### config.mk
export PLATFORM = sky130hd
export DESIGN_NAME = spi_reg_slave
export DESIGN_NICKNAME = d
export VERILOG_FILES = /design/src/rtl/spi_reg_slave_pkg.sv /design/src/rtl/spi_sync_edge.sv /design/src/rtl/spi_reg_slave.sv
export SDC_FILE = /design/constraint.sdc
export NUM_CORES = 1
export LEC_CHECK = 0
export CORE_MARGIN = 3
export CORE_UTILIZATION = 35
export CTS_CLUSTER_SIZE = 28
export DETAILED_ROUTE_END_ITERATION = 12
export SKIP_CTS_REPAIR_TIMING = 1
export SYNTH_ARGS = -nofsm -noshare
export SYNTH_HDL_FRONTEND = slang
export SYNTH_HIERARCHICAL = 1
export SYNTH_SLANG_ARGS = --single-unit
### constraint.sdc
create_clock -name clk -period 3.45 [get_ports clk]
set_clock_uncertainty 0.2 [all_clocks]
set_input_delay 0.69 -clock clk [delete_from_list [all_inputs] [get_ports clk]]
set_output_delay 0.69 -clock clk [all_outputs]
set_load 0.02 [all_outputs]
### src/rtl/spi_reg_slave_pkg.sv
// Shared definitions for the SPI register slave: frame geometry, ID register, FSM encoding.
package spi_reg_slave_pkg;

  localparam int unsigned FRAME_LEN = 16;
  localparam int unsigned CMD_LEN   = 8;
  localparam int unsigned CNT_W     = 5;
  localparam int unsigned ADDR_W    = 7;
  localparam int unsigned DATA_W    = 8;
  localparam int unsigned REG_AW    = 3;
  localparam int unsigned NUM_REGS  = 7;

  localparam logic [DATA_W-1:0] ID_VALUE = 8'hA5;
  localparam logic [REG_AW-1:0] ID_ADDR  = 3'd7;

  typedef enum logic [1:0] {
    IDLE = 2'd0,
    CMD  = 2'd1,
    DATA = 2'd2,
    DONE = 2'd3
  } state_e;

  // Command byte: R/W flag (1 = read) followed by the 7-bit address.
  typedef struct packed {
    logic              rw;
    logic [ADDR_W-1:0] addr;
  } cmd_t;

  // True when the address maps onto the 3-bit register window.
  function automatic logic addr_in_bank(input logic [ADDR_W-1:0] addr);
    return addr[ADDR_W-1:REG_AW] == (ADDR_W-REG_AW)'(0);
  endfunction

  // True when a write to this address lands in a read/write register.
  function automatic logic addr_writable(input logic [ADDR_W-1:0] addr);
    return addr_in_bank(addr) && (addr[REG_AW-1:0] != ID_ADDR);
  endfunction

endpackage

### src/rtl/spi_sync_edge.sv
// Multi-flop synchronizer with edge detection for one asynchronous SPI input.
module spi_sync_edge #(
  parameter int unsigned STAGES = 2
) (
  input  logic clk,
  input  logic rst,
  input  logic rst_val,
  input  logic din,
  output logic q,
  output logic rise_c,
  output logic fall_c
);

  logic [STAGES-1:0] sync_q;
  logic              prev_q;
  logic [STAGES:0]   fill_q;

  // Synchronizer chain and previous-value flop; both restart from the idle level.
  always_ff @(posedge clk) begin
    if (!rst) begin
      sync_q <= {STAGES{rst_val}};
      prev_q <= rst_val;
    end else begin
      sync_q <= {sync_q[STAGES-2:0], din};
      prev_q <= sync_q[STAGES-1];
    end
  end

  // Edges stay masked until the chain holds real input, so a line that is
  // already away from its idle level at reset release never looks like an edge.
  always_ff @(posedge clk) begin
    if (!rst) begin
      fill_q <= '0;
    end else begin
      fill_q <= {fill_q[STAGES-1:0], 1'b1};
    end
  end

  assign q      = sync_q[STAGES-1];
  assign rise_c = fill_q[STAGES] &  q & ~prev_q;
  assign fall_c = fill_q[STAGES] & ~q &  prev_q;

endmodule

### src/rtl/spi_reg_slave.sv
// SPI slave exposing a small register bank through 16-bit R/W frames, oversampled by clk.
module spi_reg_slave
  import spi_reg_slave_pkg::*;
#(
  parameter int unsigned SYNC_STAGES = 2,
  parameter logic [7:0]  CTRL_RST    = 8'h00
) (
  input  logic       clk,
  input  logic       rst,
  input  logic       CKP,
  input  logic       CPH,
  input  logic       SCK,
  input  logic       SS,
  input  logic       MOSI,
  output logic       MISO,
  output logic [7:0] ctrl_out,
  output logic       wr_stb,
  output logic [2:0] wr_addr,
  output logic       frame_err
);

  state_e            state_q, state_d;
  logic [CNT_W-1:0]  bit_cnt_q;
  logic [DATA_W-1:0] rx_q;
  logic [DATA_W-1:0] tx_q;
  cmd_t              cmd_q;
  logic [DATA_W-1:0] regs_q [NUM_REGS];

  logic sck_q, sck_rise_c, sck_fall_c;
  logic ss_q, ss_rise_c, ss_fall_c;
  logic mosi_q, mosi_rise_c, mosi_fall_c;
  logic unused_sync_c;

  logic              sample_edge_c, shift_edge_c;
  logic [DATA_W-1:0] rx_next_c;
  cmd_t              cmd_c;
  logic [DATA_W-1:0] rd_data_c;

  logic clear_c, sample_c, cmd_done_c, write_c, abort_c, shift_c;

  spi_sync_edge #(.STAGES(SYNC_STAGES)) u_sync_sck (
    .clk    (clk),
    .rst    (rst),
    .rst_val(CKP),
    .din    (SCK),
    .q      (sck_q),
    .rise_c (sck_rise_c),
    .fall_c (sck_fall_c)
  );

  spi_sync_edge #(.STAGES(SYNC_STAGES)) u_sync_ss (
    .clk    (clk),
    .rst    (rst),
    .rst_val(1'b1),
    .din    (SS),
    .q      (ss_q),
    .rise_c (ss_rise_c),
    .fall_c (ss_fall_c)
  );

  spi_sync_edge #(.STAGES(SYNC_STAGES)) u_sync_mosi (
    .clk    (clk),
    .rst    (rst),
    .rst_val(1'b0),
    .din    (MOSI),
    .q      (mosi_q),
    .rise_c (mosi_rise_c),
    .fall_c (mosi_fall_c)
  );

  // Abort uses the SS level rather than its edge so a rise coinciding with a sample is not lost.
  assign unused_sync_c = ^{sck_q, ss_rise_c, mosi_rise_c, mosi_fall_c};

  // Sample on the rising SCK edge when CKP matches CPH, otherwise on the falling edge.
  assign sample_edge_c = (CKP == CPH) ? sck_rise_c : sck_fall_c;
  assign shift_edge_c  = (CKP == CPH) ? sck_fall_c : sck_rise_c;

  assign rx_next_c = {rx_q[DATA_W-2:0], mosi_q};
  assign cmd_c     = cmd_t'(rx_next_c);

  // Read mux for the command arriving this cycle.
  always_comb begin
    rd_data_c = '0;
    if (addr_in_bank(cmd_c.addr)) begin
      if (cmd_c.addr[REG_AW-1:0] == ID_ADDR) begin
        rd_data_c = ID_VALUE;
      end else begin
        for (int unsigned i = 0; i < NUM_REGS; i++) begin
          if (cmd_c.addr[REG_AW-1:0] == REG_AW'(i)) begin
            rd_data_c = regs_q[i];
          end
        end
      end
    end
  end

  // FSM state register.
  always_ff @(posedge clk) begin
    if (!rst) begin
      state_q <= IDLE;
    end else begin
      state_q <= state_d;
    end
  end

  // Next-state and datapath control strobes; a sample edge wins over an SS rise in the same cycle.
  always_comb begin
    state_d    = state_q;
    clear_c    = 1'b0;
    sample_c   = 1'b0;
    cmd_done_c = 1'b0;
    write_c    = 1'b0;
    abort_c    = 1'b0;
    shift_c    = 1'b0;
    unique case (state_q)
      IDLE: begin
        if (ss_fall_c) begin
          clear_c = 1'b1;
          state_d = CMD;
        end
      end
      CMD: begin
        if (sample_edge_c) begin
          sample_c = 1'b1;
          if (bit_cnt_q == CNT_W'(CMD_LEN - 1)) begin
            cmd_done_c = 1'b1;
            state_d    = DATA;
          end
        end else if (ss_q) begin
          abort_c = 1'b1;
          state_d = IDLE;
        end
      end
      DATA: begin
        if (sample_edge_c) begin
          sample_c = 1'b1;
          if (bit_cnt_q == CNT_W'(FRAME_LEN - 1)) begin
            write_c = ~cmd_q.rw & addr_writable(cmd_q.addr);
            state_d = DONE;
          end
        end else if (ss_q) begin
          abort_c = 1'b1;
          state_d = IDLE;
        end else if (shift_edge_c && cmd_q.rw) begin
          shift_c = 1'b1;
        end
      end
      DONE: begin
        if (ss_q) begin
          state_d = IDLE;
        end
      end
      default: state_d = IDLE;
    endcase
  end

  // Bit counter, receive shifter, command latch and transmit shifter.
  always_ff @(posedge clk) begin
    if (!rst) begin
      bit_cnt_q <= '0;
      rx_q      <= '0;
      tx_q      <= '0;
      cmd_q     <= '0;
      MISO      <= 1'b0;
    end else begin
      if (clear_c) begin
        bit_cnt_q <= '0;
        rx_q      <= '0;
      end else if (sample_c) begin
        bit_cnt_q <= bit_cnt_q + CNT_W'(1);
        rx_q      <= rx_next_c;
      end
      if (cmd_done_c) begin
        cmd_q <= cmd_c;
        tx_q  <= cmd_c.rw ? rd_data_c : '0;
      end
      if (shift_c) begin
        MISO <= tx_q[DATA_W-1];
        tx_q <= {tx_q[DATA_W-2:0], 1'b0};
      end else if (state_d != DATA) begin
        MISO <= 1'b0;
      end
    end
  end

  // Register bank and write/abort strobes; ctrl_out follows register 0 directly.
  always_ff @(posedge clk) begin
    if (!rst) begin
      for (int unsigned i = 0; i < NUM_REGS; i++) begin
        regs_q[i] <= (i == 0) ? CTRL_RST : '0;
      end
      wr_stb    <= 1'b0;
      wr_addr   <= '0;
      frame_err <= 1'b0;
    end else begin
      wr_stb    <= write_c;
      frame_err <= abort_c;
      if (write_c) begin
        wr_addr <= cmd_q.addr[REG_AW-1:0];
      end
      for (int unsigned i = 0; i < NUM_REGS; i++) begin
        if (write_c && (cmd_q.addr[REG_AW-1:0] == REG_AW'(i))) begin
          regs_q[i] <= rx_next_c;
        end
      end
    end
  end

  assign ctrl_out = regs_q[0];

endmodule

**Word level (Yosys, flattened, before mapping)**

Memories as Yosys holds them, arrays and structs flattened.
Index checks and enable logic that the tools add are counted.

- RAM bits: 56
- Flip-flop bits (word level): 50
- Output and inout port bits: 14
- Word-level logic and storage cells: 154
- Bits of input ports: 7
- Memories kept: 1

- Add/sub/neg operators: 1
- Bitwise gates (word level): 20
- Equal/unequal tests: 21
- Muxes and demuxes: 71
- Reductions and logical operators: 20

Memory list:

| memory | words | width | read ports | clocked after memory_dff | wr ports | RTL line | RTL |
|---|---|---|---|---|---|---|---|
| regs_q | 7 | 8 | 7 | 0 | 7 | spi_reg_slave.sv:27 | `logic [DATA_W-1:0] regs_q [NUM_REGS];` |

Operators by type and width:

| cell | count |
|---|---|
| $mux 8 | 19 |
| $mux 1 | 44 |
| $eq 3x3->1 const B | 7 |
| $mux 2 | 7 |
| $eq 3x2->1 const B | 4 |
| $logic_and 1x1->1 | 9 |
| $logic_not 4->1 | 2 |
| $pmux 2 s4 | 1 |
| $and 1x1->1 | 7 |
| $or 1x1->1 | 7 |
| $eq 3x1->1 const B | 2 |
| $logic_not 3->1 | 2 |
| $not 1->1 | 6 |
| $reduce_or 2->1 | 3 |
| $add 5x1->5 const B | 1 |
| $eq 5x3->1 const B | 1 |
| $eq 5x4->1 const B | 1 |
| $eq 2x2->1 const B | 2 |
| $reduce_bool 2->1 | 2 |
| $ne 3x3->1 const B | 1 |
| $reduce_or 3->1 | 1 |
| $eq 2x1->1 const B | 1 |
| $logic_not 2->1 | 1 |
| $ne 2x2->1 const B | 1 |
| $eq 1x1->1 | 1 |

**Depth between registers and ports, before layout**

Gate-level depths: netlist of the first run.

- Depth after elaboration: 13
- Depth in mapped cells: 8
- Mapped depth without buffers: 8

**Hierarchy**

Netlist of the first run, hierarchy kept.

By module, submodules not included:

| module | cells each | instances | area an instance (µm²) |
|---|---|---|---|
| spi_reg_slave | 413 | 1 | 4212.8 |
| spi_sync_edge | 13 | 3 | 183.9 |

**Least setup slack after synthesis of the first run**

No wires, ideal clock.

- Path kind: input -> register
- From: in CPH
- To: mem regs_q[5][0] (netlist: regs_q[0][40]), enable pin
- Stages: 5
- Arrival: 1.991 ns
- Slack: 0.930 ns
- Library setup time: 0.330 ns
- Cell sequence: xor2_2 mux2i_1 nor3_1 nand3_1 nand2_1

RTL lines:

| item | RTL line | RTL |
|---|---|---|
| start: declaration | spi_reg_slave.sv:11 | `input logic CPH,` |
| end: declaration | spi_reg_slave.sv:27 |  |

==> results of run 1 <==
[per-layer routing]
| metal | GRT usage (%) | vias to the layer above | routed length (µm) | share of wire, % |
|---|---|---|---|---|
| met5 | 0 | - | 0 | 0 |
| met4 | 6.161 | 0 | 244 | 2.5 |
| met3 | 2.098 | 19 | 437 | 4.5 |
| met2 | 21.22 | 72 | 4448 | 46 |
| met1 | 19.77 | 1530 | 4623 | 47 |
| li1 | - | 1581 | - | - |
[registers in the layout (all words and copies together) (netlist names)]
register	flops
wr_stb	1
cmd_q	8
u_sync_mosi/sync_q	2
wr_addr	3
frame_err	1
u_sync_ss/sync_q	2
u_sync_sck/sync_q	2
rx_q	7
u_sync_ss/fill_q	3
tx_q	8
bit_cnt_q	5
regs_q	56
u_sync_sck/fill_q	3
u_sync_ss/prev_q	1
state_q	2
MISO	1
u_sync_sck/prev_q	1
[critical path, stage by stage]
cell	delay, ps
clkdlybuf4s50_1	550
xor2_2	230
mux2i_1	220
nor3_1	410
nand2_1	120
nand2_1	350
[cell type report]
type,count,area share [%]
inverter,15,1.060
sequential,106,50.51
clock buffer,12,4.452
tap,172,4.052
timing repair buffer,37,6.172
clock inverter,4,0.2827
multi-input combinational,299,33.47
[cell usage in the layout, fill, tap and decap left out, drive strengths merged, types with 2 or more instances in the layout]
| cell | instances |
|---|---|
| nor3b | 2 |
| nor2 | 74 |
| xor2 | 3 |
| nand2 | 64 |
| a221o | 4 |
| clkdlybuf4s50 | 20 |
| a2bb2oi | 2 |
| inv | 19 |
| o32ai | 2 |
| mux4 | 5 |
| and3 | 5 |
| and3b | 5 |
| edfxtp | 56 |
| mux2 | 11 |
| buf | 17 |
| clkbuf | 12 |
| nand2b | 6 |
| and2 | 9 |
| nor2b | 5 |
| nor3 | 4 |
| mux2i | 14 |
| dfxtp | 50 |
| a21oi | 28 |
| nand3 | 11 |
| a211oi | 3 |
| ha | 7 |
| nand4 | 2 |
| conb | 5 |
| o21ai | 11 |
[per-stage QoR]
stage / power (mW) / utilization (%) / worst slack, ps / cell area [µm²]
global placement: 1.642 / 39.61 / 382.9 / 5060
detailed placement: 1.647 / 39.61 / 319.3 / 5060
finish: 2.507 / 41.58 / 656.1 / 5311
floorplan: 1.574 / - / 929.8 / 4646
CTS: 2.523 / 41.58 / 686.8 / 5311
global route: 2.598 / 41.58 / 540.2 / 5311
[path summary, 6_finish.rpt]
path                             start                    to  slack (ps)  cells after the start
setup reg to reg          bit_cnt_q[0]         regs_q[0][34]         810                      8
hold / removal    u_sync_sck/fill_q[1]  u_sync_sck/fill_q[2]         230                      1
hold reg to reg   u_sync_sck/fill_q[1]  u_sync_sck/fill_q[2]         230                      1
setup / recovery                   CKP         regs_q[0][34]         660                      6
[where the power goes]
group	total [mW]	switching, mW	internal, mW	leakage, nW
logic	0.208	0.119	0.0885	0.800
registers	1.41	0.0332	1.38	0.945
clock network	0.889	0.409	0.480	0.136
==> impl_metrics.toml, run 1 <==
[run_status]
status = "complete, no violations"

[sta]
min_period_over_period_pct = 80.98
setup_violations = 0
slew_violations = 0
worst_pin_slew_ps = 647.1
timing.setup.tns_ps = 0
fmax_mhz = 357.9
rsz0062_at_grt = "false"
holdWs_ps = 233.2
period_needed_ps = 2794
hold_viol = 0
slew-limit-headroom_pct = 56.80

[critical_path]
critPathRequiredTime_ps = 3240
end_kind = "flop"
cp_max_fo = 8
worstSetupStartpointType = "input port"
path_class = "input port to flop"
arrival_ps = 2580

[cells_and_area]
area_growth_pct = 14.61
n_fill_cell = 1253
multi_input_area_um2 = 1778
regArea_um2 = 2683
fin_nets = 482
diodes = 0
fin_cells = 645
drive_gt1_share_pct = 8.034

[floorplan]
placementRows = 41
start_util_pct = 36.28
fp.dieH_um = 121.1
die_w_um = 121.1
core_area_um2 = 12770
fp.dieArea_um2 = 14660
pin_count = 21

[cts]
cts_inserted_buffers = 9
htree_num_levels = 3
root_buffer = "clkbuf_16"
clk_latency_ps = 340
clock_sinks = 106
cts_tree = "done"
cts_buffer_depth = 2
path_clk_slew_ps = 60

[placed_design]
port-buffer-count = 20
dp_cells = 629
dp_hpwl_mm = 7.161
place_congestion = 0.8274

[routing]
wire_per_inst_um = 15.12
vias = 3202
post-route-drc-count = 0
wl_mm = 9.754
drt-initial-drc-count = 187
viasPerCell = 4.964
firstDrtPassIters = 4
ant_nets = 0

[synth]
syn_avg_cell_area_um2 = 10.49
synthesis.area_um2 = 4634
syn_inst = 442
yosys_warnings = 6

[pwr]
leakage_nw = 1.881
powerDensity_nw_per_um2 = 472.0
vdd_drop_max_mv = 0.1901

[global_route]
grt_pass1_vias = 3069
antenna_found_initial = 0
grt_pass1_wl_mm = 15.90
grtUsageTotal_pct = 13.96
grt_max_degree = 21
grt-ovfl-total = 0

[min_path]
hp-class = "flop to flop"

[flow_run]
maxCapViolCount = 0
Power figures use the tool's default switching activity.
==> inputs of run 2 (changes only) <==
==> constraint.sdc (replaced) <==
create_clock -name clk -period 2.25 [get_ports clk]
set_clock_uncertainty 0.2 [all_clocks]
set_input_delay 0.45 -clock clk [delete_from_list [all_inputs] [get_ports clk]]
set_output_delay 0.45 -clock clk [all_outputs]
set_load 0.02 [all_outputs]
==> run 2 against run 1 <==
Compared with the run above: routed wire length increased by 6.1%; combinational power increased by 89%; highest routed layer unchanged; via count increased by 3.2%; utilization increased by 3.8 points; register-to-register slack got worse by 740 ps; largest cell class unchanged; clock-buffer cell count decreased by 3; cell count increased by 4.8%; global-route usage increased by 0.94 points; largest power group unchanged; setup slack got worse by 590 ps; critical endpoint is now regs_q[0][54]; first-iteration DRC count increased by 42%; power increased by 69%; critical path depth increased by 3.
==> impl_metrics.toml, run 2 (synthesis gave the netlist of run 1 again) <==
[run_status]
status = "complete, no violations"

[floorplan]
fp.dieH_um = 121.1
die_w_um = 121.1
core_area_um2 = 12770
placementRows = 41
fp.dieArea_um2 = 14660
start_util_pct = 36.28
pin_count = 21

[placed_design]
port-buffer-count = 20
place_congestion = 0.8129
dp_hpwl_mm = 7.405
dp_cells = 659

[pwr]
vdd_drop_max_mv = 0.3753
leakage_nw = 2.102
finalPower_mw = 4.230
powerDensity_nw_per_um2 = 729.0

[sta]
period_needed_ps = 2184
slew_violations = 0
worst_pin_slew_ps = 549.8
setup_violations = 0
hold_viol = 0
holdWs_ps = 235.9
min_period_over_period_pct = 97.08
slew-limit-headroom_pct = 63.30
fmax_mhz = 457.8

[cts]
cts_inserted_buffers = 9
path_clk_slew_ps = 70
root_buffer = "clkbuf_16"
clk_latency_ps = 340
clock_sinks = 106
cts_tree = "done"
cts_buffer_depth = 2
htree_num_levels = 3

[critical_path]
end_kind = "flop"
path_common_cell = "ha_4"
cp_num_buf_inv = 1
cp_max_fo = 8
path_class = "flop to flop"
cpMaxStageDelayCell = "dfxtp_2"
worstSetupStartpointType = "flop"
crit_family = "simple AND/OR/NAND/NOR gates"
crit_chain = "ha_4, and3_4, ha_4, and2_4, nand3_4, a311oi_2, nand3_1, nand2_2, buf_12"
critPathRequiredTime_ps = 2110
arrival_ps = 2050
cpPeakStageDelay_ps = 350

[global_route]
grt-ovfl-total = 0
grtUsageTotal_pct = 14.90
antenna_found_initial = 0
grt_pass1_wl_mm = 17.01
grt_max_degree = 19
grt_pass1_vias = 3340

[cells_and_area]
diodes = 0
drive_gt1_share_pct = 20.04
area_growth_pct = 25.22
largestRegisters = "regs_q x56, cmd_q x8, tx_q x8"
final_cell_mix = "74 x nor2_1, 56 x nand2_1, 56 x edfxtp_1, 47 x dfxtp_1, 41 x buf_4"
fin_cells = 676
final_common_cell = "nor2_1"
fin_nets = 513
largest_reg_flops = 56
regMostFlops = "regs_q"

[routing]
post-route-drc-count = 0
ant_nets = 0
firstDrtPassIters = 4
wl_mm = 10.35
wire_per_inst_um = 15.31
vias = 3303
viasPerCell = 4.886
drt-initial-drc-count = 266

[min_path]
hp-class = "flop to flop"

[flow_run]
maxCapViolCount = 0
-- run 2: path summary, 6_finish.rpt --
check | startpoint | endpoint | slack (ps) | cells past startpoint
setup / recovery | bit_cnt_q[1] | regs_q[0][54] | 70 | 9
hold / removal | u_sync_sck/fill_q[1] | u_sync_sck/fill_q[2] | 240 | 1
setup reg to reg | bit_cnt_q[1] | regs_q[0][54] | 70 | 9
hold reg to reg | u_sync_sck/fill_q[1] | u_sync_sck/fill_q[2] | 240 | 1
-- run 2: final cells by class --
class / count / area (µm²)
multi-input combinational: 299 / 1906
timing repair buffer: 68 / 615.6
clock buffer: 9 / 225.2
inverter: 15 / 56.30
sequential: 106 / 2686
tap: 172 / 215.2
fill: 1180 / 6970
clock inverter: 7 / 98.84
-- run 2: through the flow --
| stage | setup slack [ps] | instance area (µm²) | util, % | TNS [ps] |
|---|---|---|---|---|
| final | 65.61 | 5803 | 45.43 | 0 |
| after global routing | -15.64 | 5803 | 45.43 | -233.1 |
| after detailed placement | -358.5 | 5343 | 41.83 | -40500 |
| after floorplan | -55.68 | 4666 | - | -502.7 |
| after CTS | -104.6 | 5667 | 44.36 | -5194 |
| after global placement | -313.6 | 5343 | 41.83 | -35210 |
-- run 2: metal layers --
layer	GRT usage (%)	routed length [µm]	up-vias
met5	0	0	-
met4	4.816	142	0
met3	2.984	308	13
met2	24.00	5050	57
met1	20.20	4850	1594
li1	-	-	1639
-- run 2: report_power, final --
group | internal (mW) | leakage (nW) | switching [mW]
logic | 0.177 | 0.999 | 0.216
registers | 2.11 | 0.946 | 0.0381
clock network | 0.983 | 0.156 | 0.706
total | 3.27 | 2.10 | 0.960
==> inputs of run 3 (changes only) <==
--- a/config.mk
+++ b/config.mk
@@ -6,9 +6,10 @@
 export NUM_CORES = 1
 export LEC_CHECK = 0
 export CORE_MARGIN = 3
-export CORE_UTILIZATION = 35
+export CORE_UTILIZATION = 54
 export CTS_CLUSTER_SIZE = 28
 export DETAILED_ROUTE_END_ITERATION = 12
+export PLACE_DENSITY = 0.75
 export SKIP_CTS_REPAIR_TIMING = 1
 export SYNTH_ARGS = -nofsm -noshare
 export SYNTH_HDL_FRONTEND = slang
==> run 3 against run 2 <==
Compared with the run above: power down 14%; utilization up 21 points; global-route usage up 7.0 points; sequential power about the same; sequential cell count unchanged; hold slack better by 7.3 ps; critical path depth unchanged; non-clock buffer count down 5; register-to-register slack worse by 50 ps; setup slack worse by 45 ps; maximum frequency down 2.0%; clock power down 34%; critical path type unchanged; highest routed layer unchanged.
==> impl_metrics.toml, run 3 (synthesis gave the netlist of run 1 again) <==
[routing]
wl_mm = 10.12
post-route-drc-count = 0
drt-initial-drc-count = 266
firstDrtPassIters = 5
viasPerCell = 5.642
vias = 3408
ant_nets = 0
wire_per_inst_um = 16.76

[pwr]
seq_power_share_pct = 59.0
vdd_drop_max_mv = 0.4343
power_switching_uw = 908.3
comb_power_share_pct = 10.5
switching_share_pct = 24.98
leakage_nw = 1.980
clock_power_share_pct = 30.5
p_int_mw = 2.728
powerDensity_nw_per_um2 = 665.0

[min_path]
hold_path_depth = 1
hp-class = "flop to flop"

[sta]
fmax_mhz = 448.5
slew_violations = 0
holdWs_ps = 243.1
rsz0062_at_grt = "true"
period_needed_ps = 2229
setup_slack_ps = 20.58
min_period_over_period_pct = 99.09
hold_viol = 0
setup_violations = 0

[cts]
root_buffer = "clkbuf_8"
htree_num_levels = 3
cts_buffer_depth = 2
clk_latency_ps = 370
clock_sinks = 106
cts_inserted_buffers = 9
cts_tree = "done"
path_clk_slew_ps = 100

[critical_path]
crit_chain = "ha_4, and3_4, ha_4, and2_4, nand3_4, a311oi_2, nand3_1, nand2_2, buf_12"
path_common_cell = "ha_4"
cpPeakStageDelay_ps = 360
critPathRequiredTime_ps = 2140
end_kind = "flop"
cp_max_fo = 8
reg2regPathDepth = 9
worstSetupStartpointType = "flop"
arrival_ps = 2120
path_class = "flop to flop"
cpMaxStageDelayCell = "dfxtp_2"

[global_route]
grt_pass1_vias = 3269
grt_max_degree = 27
grtUsageTotal_pct = 21.92
grt-ovfl-total = 0
antenna_found_initial = 0
grt_pass1_wl_mm = 16.57

[cells_and_area]
final_common_cell = "nor2_1"
largestRegisters = "regs_q x56, cmd_q x8, tx_q x8"
fin_nets = 508
area_growth_pct = 18.01
regMostFlops = "regs_q"
final_cell_mix = "74 x nor2_1, 59 x nand2_1, 56 x edfxtp_1, 48 x dfxtp_1, 41 x buf_4"
largest_reg_flops = 56
drive_gt1_share_pct = 17.84
diodes = 0

[floorplan]
start_util_pct = 56.12
fp.dieArea_um2 = 9730
core_area_um2 = 8258
placementRows = 33
pin_count = 21
fp.dieH_um = 98.64
die_w_um = 98.64

[placed_design]
port-buffer-count = 20
place_ws_ps = -367.1
dp_hpwl_mm = 7.220
place_congestion = 0.8258

[flow_run]
maxCapViolCount = 0

[run_status]
status = "complete, no violations"
## run 3: cell count changes in the layout (fill, tap and decap cells not counted), moves of 2 or more
cell	previous run	this run
nand2_1	56	59
clkbuf_16	9	0
clkbuf_8	0	10
buf_6	4	0
nand2_4	4	0
bufinv_16	2	0
## run 3: layout make-up
cell class	count	area [µm²]
fillers	655	2789
flip-flops and latches	106	2685
multi-input cells	299	1863
repair buffers	63	548.0
clock buffers	10	137.6
well taps	105	131.4
inverters	15	56.30
clock inverters	6	47.55
## run 3: final timing paths
check / slack [ps] / start / endpoint
max: 20 / bit_cnt_q[1] / regs_q[0][50]
min: 240 / u_sync_ss/fill_q[0] / u_sync_ss/fill_q[1]
max reg2reg: 20 / bit_cnt_q[1] / regs_q[0][50]
min reg2reg: 240 / u_sync_ss/fill_q[0] / u_sync_ss/fill_q[1]
## run 3: worst max-delay path: cells and delay by family, from the launching register on
kind                     cells  cell delay [ps]
adder cells (fa/ha/maj)      2              280
flip-flops                   1              360
AO/OA/AOI/OAI                1              300
AND/OR/NAND/NOR              5              680
buffers and inverters        1              130
## run 3: metrics by stage
step	instance area [µm²]	TNS (ps)	utilization, %	cells	power, mW
3_3_place_gp	5216	-35190	63.17	588	2.560
6_report	5469	0	66.23	604	3.637
3_5_place_dp	5216	-35010	63.17	588	2.569
4_1_cts	5401	-8744	65.41	604	3.648
5_1_grt	5469	-1255	66.23	604	3.790
2_1_floorplan	4666	-502.7	-	445	2.415
## run 3: power groups by stage
stage / combinational (mW) / sequential, mW / clock [mW]
final: 0.383 / 2.15 / 1.11
after global routing: 0.422 / 2.16 / 1.21
after CTS: 0.379 / 2.15 / 1.12
after detailed placement: 0.378 / 2.19 / 0
after global placement: 0.375 / 2.19 / 0
after floorplan: 0.230 / 2.18 / 0
## run 3: routing by layer
layer  part of all wire (%)  GRT usage (%)  vias to the layer above
li1                       -              -                     1632
met1                     45          31.19                     1621
met2                     47          33.80                      142
met3                    6.7          4.459                       13
met4                    1.8          7.458                        0
met5                      0              0                        -
